### src/rtl/io_input_cond.sv
// Input conditioning for the board switches and push-buttons: synchronizes them into
// i_clk, debounces buttons (and switches when SW_DEBOUNCE_EN is defined), emits press pulses.
module io_input_cond #(
  parameter int unsigned SYNC_STAGES = 2,
  parameter int unsigned DEB_CYCLES  = 500000
) (
  input  logic        i_clk,
  input  logic        i_rst,
  input  logic [31:0] i_sw_raw,
  input  logic [3:0]  i_btn_raw,
  output logic [31:0] o_io_sw,
  output logic [3:0]  o_io_btn,
  output logic [3:0]  o_btn_press
);

  localparam int unsigned CNT_W = $clog2(DEB_CYCLES + 1);
  localparam logic [CNT_W-1:0] TERM = CNT_W'(DEB_CYCLES - 1);

  logic [SYNC_STAGES-1:0][31:0] sw_sync;
  logic [SYNC_STAGES-1:0][3:0]  btn_sync;
  logic [31:0]                  sw_s;
  logic [3:0]                   btn_s;
  logic [3:0][CNT_W-1:0]        btn_cnt;

  assign sw_s  = sw_sync[SYNC_STAGES-1];
  assign btn_s = btn_sync[SYNC_STAGES-1];

  // Buttons are inverted ahead of the first flop so everything downstream is active-high.
  always_ff @(posedge i_clk) begin
    if (!i_rst) begin
      sw_sync  <= '0;
      btn_sync <= '0;
    end else begin
      sw_sync[0]  <= i_sw_raw;
      btn_sync[0] <= ~i_btn_raw;
      for (int unsigned k = 1; k < SYNC_STAGES; k++) begin
        sw_sync[k]  <= sw_sync[k-1];
        btn_sync[k] <= btn_sync[k-1];
      end
    end
  end

  // Counter runs only while the synced level disagrees with the output; any agreement clears it.
  always_ff @(posedge i_clk) begin
    if (!i_rst) begin
      btn_cnt     <= '0;
      o_io_btn    <= '0;
      o_btn_press <= '0;
    end else begin
      o_btn_press <= '0;
      for (int unsigned i = 0; i < 4; i++) begin
        if (btn_s[i] == o_io_btn[i]) begin
          btn_cnt[i] <= '0;
        end else if (btn_cnt[i] != TERM) begin
          btn_cnt[i] <= btn_cnt[i] + CNT_W'(1);
        end else begin
          btn_cnt[i]     <= '0;
          o_io_btn[i]    <= btn_s[i];
          o_btn_press[i] <= btn_s[i];
        end
      end
    end
  end

`ifdef SW_DEBOUNCE_EN
  logic [31:0][CNT_W-1:0] sw_cnt;

  always_ff @(posedge i_clk) begin
    if (!i_rst) begin
      sw_cnt  <= '0;
      o_io_sw <= '0;
    end else begin
      for (int unsigned i = 0; i < 32; i++) begin
        if (sw_s[i] == o_io_sw[i]) begin
          sw_cnt[i] <= '0;
        end else if (sw_cnt[i] != TERM) begin
          sw_cnt[i] <= sw_cnt[i] + CNT_W'(1);
        end else begin
          sw_cnt[i]  <= '0;
          o_io_sw[i] <= sw_s[i];
        end
      end
    end
  end
`else
  assign o_io_sw = sw_s;
`endif

endmodule
### config.mk
export PLATFORM = sky130hd
export DESIGN_NAME = io_input_cond
export DESIGN_NICKNAME = d
export VERILOG_FILES = /design/src/rtl/io_input_cond.sv
export SDC_FILE = /design/constraint.sdc
export NUM_CORES = 1
export LEC_CHECK = 0
export BUFFER_PORTS_ARGS = -buffer_cell sky130_fd_sc_hd__buf_2
export CORE_MARGIN = 2
export CORE_UTILIZATION = 51
export CTS_CLUSTER_DIAMETER = 50
export DETAILED_ROUTE_END_ITERATION = 7
export GPL_TIMING_DRIVEN = 0
export PLACE_DENSITY = 0.75
export REMOVE_ABC_BUFFERS = 1
export SKIP_LAST_GASP = 1
export SYNTH_ARGS = -nofsm -noshare
export SYNTH_HDL_FRONTEND = slang
export SYNTH_SLANG_ARGS = --single-unit
### constraint.sdc
create_clock -name i_clk -period 1.6 [get_ports i_clk]
set_clock_uncertainty 0.1 [all_clocks]
set_input_delay 0.32 -clock i_clk [delete_from_list [all_inputs] [get_ports i_clk]]
set_output_delay 0.32 -clock i_clk [all_outputs]
set_load 0.05 [all_outputs]
==> summary.md <==
| Metric | Value |
|---|---|
| Status | `complete, but fails checks` |
| Violated checks | `negative setup slack` |
| CP endpoint | `btn_cnt[68]` |
| Tmin final | `1718 ps` |
| Drt pass-1 iters | `5` |
| Cells after synthesis | `618` |
| Die Span X | `111.9 µm` |
| CP Cell Sequence | `nor4_4, nand2_2, o31ai_4, buf_6, buf_12, nor2_4` |
| Final net count | `779` |
| H-tree Lvls | `4` |
| Fillers | `753` |
| Reg2reg start | `btn_cnt[68]` |
| Syn avg cell area | `9.611 µm²` |
| CP required | `1800 ps` |
| Post-synth cell types | `41` |
| N_diodes | `0` |
| Site Rows | `39` |
| DR DRC count | `0` |
| Top_reg_cell synth | `dfxtp_1` |
| Grt ovf | `0` |
| Initial DRC count | `252` |
| Crit path launch | `btn_cnt[68]` |
| RSZ-0062 raised after global routing | `true` |
| CP max stage delay | `370 ps` |
| Post-synth EDFFs | `0` |
| Final hold violation count | `0` |
| Worst-path clk slew | `60 ps` |
| Final worst slack | `-117.6 ps` |
| WL per Instance | `15.60 µm` |
| Skew-Pair Late Insertion Delay | `430 ps` |
| CP startpoint kind | `flip-flop` |
| Critical path type | `reg -> reg` |
| CTS root buf | `clkbuf_16` |
| Routed WL | `13.94 mm` |
| Num CTS Buffers | `17` |
| Die height | `111.9 µm` |
| Share of cells above drive strength 1 | `0.3573` |
| CP top delay family | `simple AND/OR/NAND/NOR gates` |
| Max Cap Viol | `0` |
| Number of synthesized register bits | `156` |
| Period Utilization, post-route | `1.073` |
| TritonCTS clock tree | `yes` |
| Largest net degree at the start of global routing | `81` |
| I/O pins | `78` |
| Slew headroom | `0.6889` |
| Pre-CTS WS | `-934.3 ps` |
| Max clock buf depth | `2` |
| CP arrival | `1920 ps` |
| DP HPWL | `7.386 mm` |
| Share of the synthesized area in the top cell type | `0.5258` |
| R2r setup slk | `-120 ps` |
| Post-route cell area | `8033 µm²` |
| IO buf count | `77` |
| Number of global-route vias before repair | `4,481` |
| Ys Warns | `0` |
| HP Class | `in -> reg` |
| Worst IR Drop VDD | `0.7592 mV` |
| Lkg Pwr | `2.995 nW` |
| Synth area leader | `dfxtp_1` |
| Area growth, synth to finish | `35.24%` |
| Bufs and invs on worst path | `2` |
| Reg2Reg Depth | `6` |
| Crit. End Element | `flip-flop` |
| Clock sink count | `156` |
| Routed vias | `4,719` |
| Final Slew Violations | `0` |
| Core area | `11,370 µm²` |
| Post-synthesis sequential area ratio | `0.5258` |
| Levels on crit path | `6` |
| Tot GR Track Use | `0.2039` |
| Routability Congestion | `0.8533` |
| Max frequency | `582.2 MHz` |
| Setup violators final | `19` |
| FF-to-FF End | `btn_cnt[68]` |
| Async S/R FF share, synth | `0` |
| PD cells | `1004 nW/µm²` |
| Initial antenna violation count | `0` |
| Mapped Area | `5939 µm²` |
| Most frequent cell after synthesis | `dfxtp_1` |
| Area of placed instances | `6176 µm²` |
| Die area | `12,530 µm²` |
| CP Max Fanout | `7` |
| Leading cell types by count after synthesis | `dfxtp_1, nor2_1, and2_1, xnor2_1, buf_4` |
| Routed Antenna Nets | `0` |
| Slew at the pin with the worst max-slew slack | `462.4 ps` |
| Global-route wire length before repair | `20.56 mm` |
| Top cells by area, synth | `dfxtp_1, and2_1, xnor2_1` |
| Initial Utilization | `0.5224` |
| CP max-delay cell | `dfxtp_4` |
| Vias/cell | `5.284` |
placed cells by master, fill, tap and decap left out, types with 10 or more instances in the layout:
cell type	n
dfxtp_1	115
buf_2	76
and2_1	69
nor2_1	64
xnor2_1	43
buf_4	36
nand2_1	29
dfxtp_2	28
nand4_1	25
dlygate4sd3_1	24
nand3_1	18
nor3_1	18
inv_1	17
xor2_1	17
clkbuf_16	17
dfxtp_4	13
nor4_1	11
nor4_4	10
through the flow:
step / power [mW] / util / hold slack [ps] / instances / setup TNS, ps
2_1_floorplan: 4.263 / - / 292.4 / 569 / -8269
3_3_place_gp: 4.374 / 0.5432 / 312.8 / 789 / -50030
3_5_place_dp: 4.384 / 0.5432 / 318.9 / 789 / -55660
4_1_cts: 8.112 / 0.6602 / 0.02187 / 872 / -575.3
5_1_grt: 8.337 / 0.7065 / 5.449 / 893 / -4503
6_report: 8.063 / 0.7065 / 7.450 / 893 / -1607
area by class of cell:
cell class | count | area (µm²) | area share
flip-flops and latches | 156 | 3207 | 0.3992
multi-input cells | 396 | 2959 | 0.3684
repair buffers | 149 | 1084 | 0.1349
clock buffers | 25 | 475.5 | 0.05919
well taps | 143 | 178.9 | 0.02227
clock inverters | 7 | 65.06 | 0.008100
inverters | 17 | 63.81 | 0.007944
cells by family after synthesis:
kind of cell             Yosys count  synth area share
AND/OR/NAND/NOR                  301            0.2703
flip-flops                       156            0.5258
buffers and inverters             66           0.06593
XOR/XNOR                          62           0.09143
AO/OA/AOI/OAI                     25           0.03139
multiplexers                       4          0.006741
adder cells (fa/ha/maj)            4          0.008427
power by group:
part | internal (mW) | switching (mW) | total (mW)
Combinational | 0.159 | 0.224 | 0.383
Clock | 2.21 | 1.49 | 3.70
Sequential | 3.95 | 0.0272 | 3.98
worst register-to-register path: stages (launching register included):
cell and delay (ps):
dfxtp_4 370, nor4_4 340, nand2_2 150, o31ai_4 290, buf_6 160, buf_12 140, nor2_4 40
sequential cells by signal (all words and copies together), names as in the netlist:
register	flops
btn_cnt	76
btn_s	4
btn_sync	4
o_btn_press	4
o_io_btn	4
o_io_sw	32
sw_sync	32
per-layer routing:
| metal | wire [µm] | GRT usage | vias up |
|---|---|---|---|
| met5 | 0 | 0 | - |
| met4 | 367 | 0.07901 | 0 |
| met3 | 685 | 0.06805 | 44 |
| met2 | 7178 | 0.3410 | 140 |
| met1 | 5703 | 0.2432 | 2249 |
| li1 | - | - | 2286 |
how the worst min path moves through the flow:
stage | depth (start not counted) | from | end
finish | 2 | i_sw_raw[26] | sw_sync[26]
global route | 2 | i_sw_raw[10] | sw_sync[10]
CTS | 2 | i_sw_raw[26] | sw_sync[26]
detailed placement | 1 | sw_sync[22] | o_io_sw[22]
global placement | 1 | sw_sync[20] | o_io_sw[20]
floorplan | 1 | i_btn_raw[0] | btn_sync[0]
timing repair:
action | 4_1_cts | 5_1_grt
endpoints found under the setup margin | 76 | 80
hold buffers | 24 | 0
hold endpoints to repair | 24 | 0
gates resized for setup | 66 | 102
gates cloned | 1 | 0
pin swaps | 19 | 46
setup buffers | 26 | 21
No activity file was read; power rests on OpenSTA's default activity.
